## src/rtl/rtc_alarm_sched.sv

```systemverilog
// rtc_alarm_sched: multi-slot alarm scheduler that scans all slots with one shared comparator on each counter tick
// Ports: clk_i/rst_i clock and sync reset; cnt_i/tick_i counter value and advance pulse;
//        cfg_* slot configuration handshake; clr_i W1C mask for pend/ovr;
//        en_o/pend_o/ovr_o per-slot state; busy_o scan active; miss_o sticky tick-while-busy; irq_o combined interrupt.
module rtc_alarm_sched #(
    parameter int NUM_SLOT = 4,
    parameter int CNT_WIDTH = 32,
    localparam int IDX_WIDTH = $clog2(NUM_SLOT)
) (
    input  logic                 clk_i,
    input  logic                 rst_i,
    input  logic [CNT_WIDTH-1:0] cnt_i,
    input  logic                 tick_i,
    input  logic                 cfg_valid_i,
    output logic                 cfg_ready_o,
    input  logic [IDX_WIDTH-1:0] cfg_idx_i,
    input  logic                 cfg_en_i,
    input  logic                 cfg_ie_i,
    input  logic [CNT_WIDTH-1:0] cfg_cmp_i,
    input  logic [CNT_WIDTH-1:0] cfg_per_i,
    input  logic [NUM_SLOT-1:0]  clr_i,
    output logic [NUM_SLOT-1:0]  en_o,
    output logic [NUM_SLOT-1:0]  pend_o,
    output logic [NUM_SLOT-1:0]  ovr_o,
    output logic                 busy_o,
    output logic                 miss_o,
    output logic                 irq_o
);
    typedef enum logic {IDLE, SCAN} state_t;
    state_t                r_state, w_next;
    logic [IDX_WIDTH-1:0]  r_idx;
    logic [CNT_WIDTH-1:0]  r_snap;
    logic                  r_rtick, r_miss;
    logic [NUM_SLOT-1:0]   r_en, r_ie, r_pend, r_ovr;
    logic [CNT_WIDTH-1:0]  r_cmp [NUM_SLOT];
    logic [CNT_WIDTH-1:0]  r_per [NUM_SLOT];
    logic                  w_last, w_start, w_behind, w_hit, w_fire, w_cfg_ok;
    logic [NUM_SLOT-1:0]   w_set, w_clr;

    assign w_last   = 32'(r_idx) == NUM_SLOT - 1;
    assign w_start  = r_state == IDLE && (tick_i || r_rtick);
    // sign bit of snap-cmp: set means the counter is still before the compare point (wrap-safe within half range)
    assign w_behind = 1'((r_snap - r_cmp[r_idx]) >> (CNT_WIDTH - 1));
    assign w_hit    = r_state == SCAN && r_en[r_idx] && !w_behind;
    assign w_fire   = cfg_valid_i && cfg_ready_o;
    assign w_cfg_ok = w_fire && 32'(cfg_idx_i) < NUM_SLOT;

    always_comb begin
        w_set = '0;
        w_clr = clr_i;
        for (int s = 0; s < NUM_SLOT; s++) begin
            w_set[s] = w_hit && 32'(r_idx) == s;
            if (w_cfg_ok && 32'(cfg_idx_i) == s) w_clr[s] = 1'b1;
        end
    end

    always_ff @(posedge clk_i) begin
        if (rst_i) r_state <= IDLE;
        else r_state <= w_next;
    end

    always_comb begin
        w_next = r_state;
        if (r_state == IDLE) w_next = w_start ? SCAN : IDLE;
        else w_next = w_last ? IDLE : SCAN;
    end

    always_comb begin
        cfg_ready_o = r_state == IDLE;
        busy_o      = r_state == SCAN;
        irq_o       = |(r_pend & r_ie);
        en_o        = r_en;
        pend_o      = r_pend;
        ovr_o       = r_ovr;
        miss_o      = r_miss;
    end

    always_ff @(posedge clk_i) begin
        if (rst_i) begin
            r_idx   <= '0;
            r_snap  <= '0;
            r_rtick <= 1'b0;
            r_miss  <= 1'b0;
            r_en    <= '0;
            r_ie    <= '0;
            r_pend  <= '0;
            r_ovr   <= '0;
            for (int s = 0; s < NUM_SLOT; s++) begin
                r_cmp[s] <= '0;
                r_per[s] <= '0;
            end
        end else begin
            // a match sets pend and beats a same-cycle clear; overrun only counts if the old pend survived
            r_pend <= w_set | (r_pend & ~w_clr);
            r_ovr  <= (w_set & r_pend & ~w_clr) | (r_ovr & ~(w_clr & ~w_set));
            if (w_hit) begin
                if (r_per[r_idx] != '0) r_cmp[r_idx] <= r_cmp[r_idx] + r_per[r_idx];
                else r_en[r_idx] <= 1'b0;
            end
            if (w_cfg_ok) begin
                r_en[cfg_idx_i]  <= cfg_en_i;
                r_ie[cfg_idx_i]  <= cfg_ie_i;
                r_cmp[cfg_idx_i] <= cfg_cmp_i;
                r_per[cfg_idx_i] <= cfg_per_i;
            end
            if (w_start) begin
                r_snap  <= cnt_i;
                r_idx   <= '0;
                r_rtick <= 1'b0;
            end else if (r_state == SCAN) begin
                r_idx <= w_last ? '0 : r_idx + 1'b1;
                if (tick_i) begin
                    r_rtick <= 1'b1;
                    r_miss  <= 1'b1;
                end
            end
        end
    end
endmodule

```

## config.mk

```make
export PLATFORM = sky130hd
export DESIGN_NAME = rtc_alarm_sched
export DESIGN_NICKNAME = d
export VERILOG_FILES = /design/src/rtl/rtc_alarm_sched.sv
export SDC_FILE = /design/constraint.sdc
export NUM_CORES = 1
export LEC_CHECK = 0
export BUFFER_PORTS_ARGS = -buffer_cell sky130_fd_sc_hd__buf_4
export CAP_MARGIN = 10
export CORE_MARGIN = 2
export CORE_UTILIZATION = 40
export DETAILED_ROUTE_END_ITERATION = 8
export HOLD_SLACK_MARGIN = 0.03
export MAX_ROUTING_LAYER = met4
export PLACE_DENSITY = 0.63
export SYNTH_ARGS = -nofsm -noshare
export SYNTH_HDL_FRONTEND = slang
export SYNTH_SLANG_ARGS = --single-unit
```

## constraint.sdc

```tcl
create_clock -name clk_i -period 12.2 [get_ports clk_i]
set_input_delay 1.22 -clock clk_i [delete_from_list [all_inputs] [get_ports clk_i]]
set_output_delay 1.22 -clock clk_i [all_outputs]
set_load 0.03 [all_outputs]
```

Yosys cells after proc, flatten, opt, wreduce, memory -nomap -nowiden
Memory sizes are Yosys's and may differ from the RTL's. A register that Yosys moved wholly into a read port is not among the register bits. Cells that the tools add are included.

Add/sub/neg operators: 3. Magnitude comparators: 4. Equal/unequal tests: 6. Mux-type cells: 42. Bitwise logic cells: 15. Reduce and logical (&&, ||, !) cells: 26.

Operators with widths (number): two-way mux 32 bit (3); OR reduction 32 bit (3); adder 32 bit (1); nonzero test 32 bit (1); subtractor 32 bit (1); bitwise AND 4 bit (7); two-way mux 1 bit (22); two-way mux 2 bit (8); two-way mux 4 bit (4); NOT 4 bit (4); logical AND 1 bit (14); bitwise mux 4 bit (2); == test 2 bit (second input constant) (4); bitwise OR 4 bit (2); < comparator 2 x 3 -> 1 bit (second input constant) (2); demux 1 bit (select 2 bit) (2); == test 2 x 1 -> 1 bit (second input constant) (2); greater-or-equal comparator 2 x 1 -> 1 bit (second input constant) (2); logical NOT 2 bit (2); OR reduction 4 bit (1); AND reduction 3 bit (1); adder 2 x 1 -> 2 bit (second input constant) (1); binary-select mux 1 bit (select 2 bit) (1); NOT 1 bit (2); 4 further kinds (4).

Bits in registers: 53. Memory bits (writable): 256. Input bits: 108. Output and inout bits: 16. Logic and storage cells: 107. Memories: 2.

Memory list: r_cmp (depth 4, width 32, read ports 1, clocked after Yosys merged registers in 1, write ports 4, line 35) `logic [CNT_WIDTH-1:0] r_cmp [NUM_SLOT];`; r_per (depth 4, width 32, read ports 1, clocked after Yosys merged registers in 1, write ports 4, line 36) `logic [CNT_WIDTH-1:0] r_per [NUM_SLOT];`.

Logic depth before layout (Yosys ltp)
Gate-level depths: netlist (run 1).

Depth in word-level cells: 11. Gate-level depth with buffers: 16.

Least setup slack after synthesis (run 1)
No wires, ideal clock.

Kind: register to register. Start: register with a tool-made name. End: memory r_cmp[3][0] (enable). Data arrival time: 6.244 ns. Required time: 11.730 ns. Slack: 5.486 ns. Stages on the path, launching flop included: 16. Buffers on the path: 4. Cell sequence: dfxtp_1 buf_6 buf_2 buf_1 mux4_2 inv_1 ha_1 a21oi_1 o21ai_0 o311ai_1 a31oi_1 or4_1 buf_6 a211oi_1 nor2_1 o31ai_1.

RTL lines (line): end: declaration (35).

==> results of run 1 <==
==> per-stage QoR <==
stage | cell area, um^2 | hold WS, ns | power [W] | cells
2_1_floorplan | 15800 | 0.436 | 0.00147 | 1299
3_3_place_gp | 17300 | 0.456 | 0.00160 | 1891
3_5_place_dp | 17300 | 0.456 | 0.00161 | 1891
4_1_cts | 18300 | 0.467 | 0.00262 | 1952
5_1_grt | 18400 | 0.485 | 0.00270 | 1953
6_report | 18400 | 0.466 | 0.00261 | 1953
==> per-layer routing <==
metal  global-route usage, %  vias up  share of wire [%]
met5                       -        -                  0
met4                    6.91        0                2.8
met3                    3.32       71                6.9
met2                    32.9      414                 46
met1                    30.0     5391                 45
li1                        -     5076                  -
==> flip-flops by register name, indices dropped and copies added (netlist names), named ones only <==
signal   cells
busy_o       1
en_o         4
miss_o       1
ovr_o        4
pend_o       4
r_cmp      128
r_idx        2
r_ie         4
r_per      128
r_rtick      1
r_snap      32
==> cells by family (layout without fill, tap and decap cells) <==
logic type      count (synthesis)  after routing  share of synthesized area, %
simple gates                  444            444                          14.1
flops                         311            311                          55.7
compound gates                237            237                          10.3
buf+inv                       152            288                          3.97
mux                            70             70                          9.59
fa+ha+maj                      66             66                          5.28
xor+xnor                       19             19                          1.05
==> power breakdown <==
| part | leakage [nW] | total, W | internal [W] | switching (W) |
|---|---|---|---|---|
| Combinational | 3.69 | 0.000357 | 0.000140 | 0.000217 |
| Clock | 0.527 | 0.00102 | 0.000598 | 0.000420 |
| Sequential | 3.12 | 0.00123 | 0.00121 | 0.0000251 |
==> worst paths after layout <==
check,from,end,slack [ns],depth (start not counted)
hold / removal,r_snap[0],r_snap[0],0.47,2
hold reg to reg,r_snap[0],r_snap[0],0.47,2
setup reg to reg,register,r_cmp[2][4],5.77,14
setup / recovery,register,r_cmp[2][4],5.77,14
==> cell type report <==
class | count | share of cell area (%)
Clock inverter | 10 | 0.654
Clock buffer | 51 | 5.32
Multi-Input combinational cell | 836 | 35.0
Sequential cell | 311 | 47.9
Tap cell | 518 | 3.53
Timing Repair Buffer | 145 | 5.96
Inverter | 82 | 1.68
==> cell usage in the layout, fill, tap and decap left out, types with 6 or more instances in the layout <==
cell type,instances
clkinv_1,7
buf_4,144
nor2_1,105
o21ai_0,23
nand2_1,101
mux4_2,65
xnor2_1,11
a22o_1,7
nand3_1,15
dfxtp_1,53
and2_1,71
nor4_1,10
a21o_1,19
or3_1,7
edfxtp_1,256
ha_1,65
nor2_2,26
xor2_1,8
and3_1,70
a21oi_1,78
clkbuf_1,12
a211oi_1,7
inv_1,79
a32oi_1,10
a31oi_1,7
a221oi_1,6
nor3_1,12
clkbuf_16,35
a22oi_1,26
nand4_1,10
==> critical path, cell delays in order (launching register included) <==
cell	delay, ns
dfxtp_2	0.71
buf_4	0.67
mux4_2	0.40
inv_1	0.06
ha_1	0.30
nand4_1	0.24
nor3_1	0.49
o311ai_1	0.32
a31oi_1	0.50
o2111ai_2	0.34
a211oi_2	0.56
o221ai_4	0.14
buf_4	0.32
nand2_1	0.61
buf_4	0.39
==> flow_summary.yaml, run 1 <==
placement:
  place.gp.congestion: 0.897
  dp_slack_ns: 5.78
  dp_hpwl_mm: 29.7
  port_buffers: 123
clock_network:
  clkLatencyLatePin_ns: 0.53
  cts_htree_levels: 2
  cts_setup_buffers: 0
  path_clk_slew_ns: 0.06
  cts_tree: "built"
  ctsHoldBuffers: 0
  root_buffer: "clkbuf_16"
  ctsResizeCount: 0
  clk_path_buf_depth: 3
  cts_made_buffers: 35
  cts_sinks: 311
power_and_ir_drop:
  p_leak_nw: 7.33
  powerDensity_mw_per_mm2: 142
  vdd_drop_max_v: 0.0000889
yosys:
  ys_seq_area_share_pct: 55.7
  synth_most_common_cell: "edfxtp_1"
  synth_top_area_share_pct: 48.7
  syn-cell-area_mm2: 0.0158
  synthArstFlopShare_pct: 0
  ys_warn_count: 0
  ys_types: 67
  ys_seq_elements: 311
  postSynthCellCount: 1299
  yosys-top-cells-area: "edfxtp_1, mux4_2, dfxtp_1"
  syn_nets: 1473
  syn_area_per_cell_um2: 12.2
  synth_commonest_cells: "edfxtp_1, nor2_1, nand2_1, inv_1, a21oi_1"
  synth_edf_count: 256
  synth_ff_type: "edfxtp_1"
  synth_top_area_cell: "edfxtp_1"
die:
  die_width_um: 203
  initial_core_util_pct: 40.7
  dieArea_mm2: 0.0411
  ios: 124
  die_h_um: 203
  rows: 72
  coreArea_mm2: 0.0388
grt:
  grt_pass1_wl_mm: 65.4
  grt_max_degree: 54
  grt_pass1_vias: 11040
  antenna_found_initial: 0
  grt_use_total_pct: 21.7
  grt_overflow: 0
finish:
  nFillCells: 3473
  drive_above_1_share_pct: 20.6
  diodes: 0
  nets: 1585
  post-route-util_pct: 47.3
  syn_to_final_growth_pct: 16.3
  register_area_mm2: 0.00879
  multi_input_area_mm2: 0.00642
detailed_routing:
  drcViolationCount: 0
  firstDrtPassIters: 5
  vias: 10952
  ant_nets: 0
  drt-initial-drc-count: 1003
  viasPerCell: 5.61
  drt-wirelength-per-cell_um: 22.1
  finalWirelength_mm: 43.1
sta:
  rsz0062_at_grt: "false"
  fin_worst_skew_ns: 0.0230
  fmax_mhz: 156
  finalMaxSlewViolations: 0
  fin_ws_ns: 5.77
  setup_viol: 0
  tightest_slew_ns: 0.949
  period_share_pct: 52.7
  finalHoldViolations: 0
  period_needed_ns: 6.43
  setup_tns_ns: 0
  relSlewSlack_pct: 36.5
status:
  status: "finished clean"
setup_path:
  crit_arrival_ns: 6.62
  cp-start-kind: "register"
  worstSetupPathType: "register to register"
  cp-end-kind: "register"
  crit_path_max_fanout: 43
  cp.required_ns: 12.39
flow_run:
  maxCapViolCount: 0
min_path:
  hp-class: "register to register"
Power figures use the tool's default switching activity.
==> run 2, diff against run 1 <==
ABC_AREA = 1   (was unset)
clock period = 6 ns   (was 12.2 ns; I/O delays follow)
==> run 2 against run 1 <==
Via count rose by 18%. Clock skew fell by 0.0050 ns. Register-to-register slack got worse by 4.5 ns. Area after synthesis rose by 3.2%. Largest cell class unchanged.
==> flow_summary.yaml, run 2 <==
status:
  status: "finished clean"
sta:
  relSlewSlack_pct: 42.5
  rsz0062_at_grt: "false"
  period_share_pct: 79.4
  fmax_mhz: 210
  setup_viol: 0
  finalMaxSlewViolations: 0
  fin_worst_skew_ns: 0.0180
  period_needed_ns: 4.76
  finalHoldViolations: 0
  setup_tns_ns: 0
  tightest_slew_ns: 0.857
die:
  die_width_um: 206
  die_h_um: 206
  initial_core_util_pct: 40.7
  dieArea_mm2: 0.0424
  rows: 73
  coreArea_mm2: 0.0400
  ios: 124
detailed_routing:
  drt-initial-drc-count: 987
  firstDrtPassIters: 5
  vias: 12974
  finalWirelength_mm: 44.9
  ant_nets: 0
  viasPerCell: 5.18
  drcViolationCount: 0
  drt-wirelength-per-cell_um: 17.9
placement:
  dp_hpwl_mm: 30.6
  port_buffers: 123
  place_inst: 2440
  place.gp.congestion: 0.955
setup_path:
  worstSetupPathType: "register to register"
  crit_family: "simple AND/OR/NAND/NOR gates"
  cpMaxStageDelayCell: "buf_4"
  crit_chain: "inv_4 -> buf_4 -> nand2_1 -> nand3_1 -> nand2_1 -> inv_1 -> ha_1 -> fa_1 -> nand2_1 -> nand2_1 -> o21ai_0 -> o21ai_1 -> a21boi_0 -> o21bai_1 -> nand2_1 -> nand2_1 -> nand3_1 -> nand2_1 -> nand2_1 -> nand2_1 -> nor2_1 -> nor2_1 -> nor2_1"
  crit_top_cell: "nand2_1"
  crit_arrival_ns: 5.04
  cp-start-kind: "register"
  cp-end-kind: "register"
  cpPeakStageDelay_ns: 0.53
  critical_path_buf_inv_count: 3
  crit_path_max_fanout: 49
  cp.required_ns: 6.27
yosys:
  synthArstFlopShare_pct: 0
  synth_commonest_cells: "nor2_1, nand2_1, edfxtp_1, inv_1, a21oi_1"
  ys_types: 51
  synth_edf_count: 256
  synth_top_area_share_pct: 47.2
  syn_area_per_cell_um2: 8.83
  ys_seq_elements: 311
  ys_warn_count: 0
  ys_seq_area_share_pct: 53.9
  synth_top_area_cell: "edfxtp_1"
  yosys-top-cells-area: "edfxtp_1, nor2_1, nand2_1"
  syn_nets: 2019
  syn-cell-area_mm2: 0.0163
  synth_most_common_cell: "nor2_1"
  synth_ff_type: "edfxtp_1"
  postSynthCellCount: 1845
clock_network:
  root_buffer: "clkbuf_16"
  clkLatencyLatePin_ns: 0.54
  cts_made_buffers: 36
  cts_tree: "built"
  clk_path_buf_depth: 3
  cts_sinks: 311
  cts_setup_buffers: 0
  cts_htree_levels: 2
  path_clk_slew_ns: 0.06
  ctsHoldBuffers: 0
  ctsResizeCount: 0
finish:
  final_common_cell: "nor2_1"
  nets: 2127
  drive_above_1_share_pct: 13.3
  syn_to_final_growth_pct: 16.2
  largestRegisters: "r_cmp (128), r_per (128), r_snap (32)"
  post-route-util_pct: 47.3
  diodes: 0
  mostFrequentLayoutCells: "nor2_1, nand2_1, edfxtp_1, inv_1, buf_4"
  layout.cells.non_filler: 2506
power_and_ir_drop:
  powerDensity_mw_per_mm2: 299
  p_switching_w: 0.00153
  p_leak_nw: 8.10
  vdd_drop_max_v: 0.000254
  switching_share_pct: 27.0
  p_clk_share_pct: 39.8
  seqPwrFrac_pct: 44.8
  power.share.combinational_pct: 15.4
  p_int_w: 0.00414
grt:
  antenna_found_initial: 0
  grt_pass1_vias: 12873
  grt_overflow: 0
  grt_use_total_pct: 22.2
  grt_pass1_wl_mm: 69.7
  grt_max_degree: 70
min_path:
  hp-class: "input pin to register"
flow_run:
  maxCapViolCount: 0
run 2: cell types whose count changed after synthesis, sizes merged, moves of 20 or more:
cell   before  now
nand3      15   63
a22oi      26    0
and3       70    0
inv        82  223
o21ai      27  113
a32oi      10   30
a21oi      78  131
nor2      131  379
and2       71    1
mux4       65    0
nand2     102  344
run 2: kinds of logic after synthesis:
kind of cell	synth area share, %
AOI/OAI and AO/OA	11.8
xor gates and xnor gates	1.44
adders and majority gates	5.11
buffers and inverters	7.77
DFF	53.9
and+or+nand+nor	19.9
run 2: area by class of cell:
class	instances	area, um^2
fillers	3867	21100
flip-flops and latches	311	8790
multi-input cells	1227	6260
repair buffers	153	1160
clock buffers	49	1020
inverters	224	843
well taps	525	657
clock inverters	17	193
run 2: final timing paths:
kind | startpoint | endpoint | slack, ns | depth (start not counted)
worst max-delay path | register | r_cmp[2][24] | 1.24 | 23
worst min-delay path | cnt_i[24] | r_snap[24] | 0.29 | 3
worst max register to register | register | r_cmp[2][24] | 1.24 | 23
worst min register to register | ovr_o[0] | ovr_o[0] | 0.48 | 2
run 2: tightest hold or removal path: stages:
cell,delay (ns)
buf_4,0.08
nor2_1,0.03
nor2_1,0.08
run 2: metal layers:
layer,up-vias,GRT usage (%),wire [um],part of all wire (%)
li1,6345,-,-,-
met1,6186,28.9,19900,44
met2,377,36.3,21300,47
met3,66,2.82,2580,5.8
met4,0,6.40,1080,2.4
met5,-,-,0,0
run 2: power by group through the flow:
stage	registers [W]	logic (W)	clock network [W]
after floorplan	0.00256	0.000577	0
after global placement	0.00258	0.000856	0
after detailed placement	0.00258	0.000867	0
after CTS	0.00254	0.000872	0.00228
after global routing	0.00255	0.000972	0.00238
final	0.00254	0.000872	0.00226
run 2: through the flow:
| stage | power [W] | hold WS (ns) | instance area (um^2) | setup slack (ns) |
|---|---|---|---|---|
| after CTS | 0.00569 | 0.270 | 18900 | 1.20 |
| after detailed placement | 0.00345 | 0.471 | 17700 | 1.20 |
| after floorplan | 0.00314 | 0.430 | 16300 | 1.36 |
| after global routing | 0.00590 | 0.283 | 18900 | 0.721 |
| after global placement | 0.00343 | 0.452 | 17700 | 1.25 |
| final | 0.00567 | 0.286 | 18900 | 1.24 |
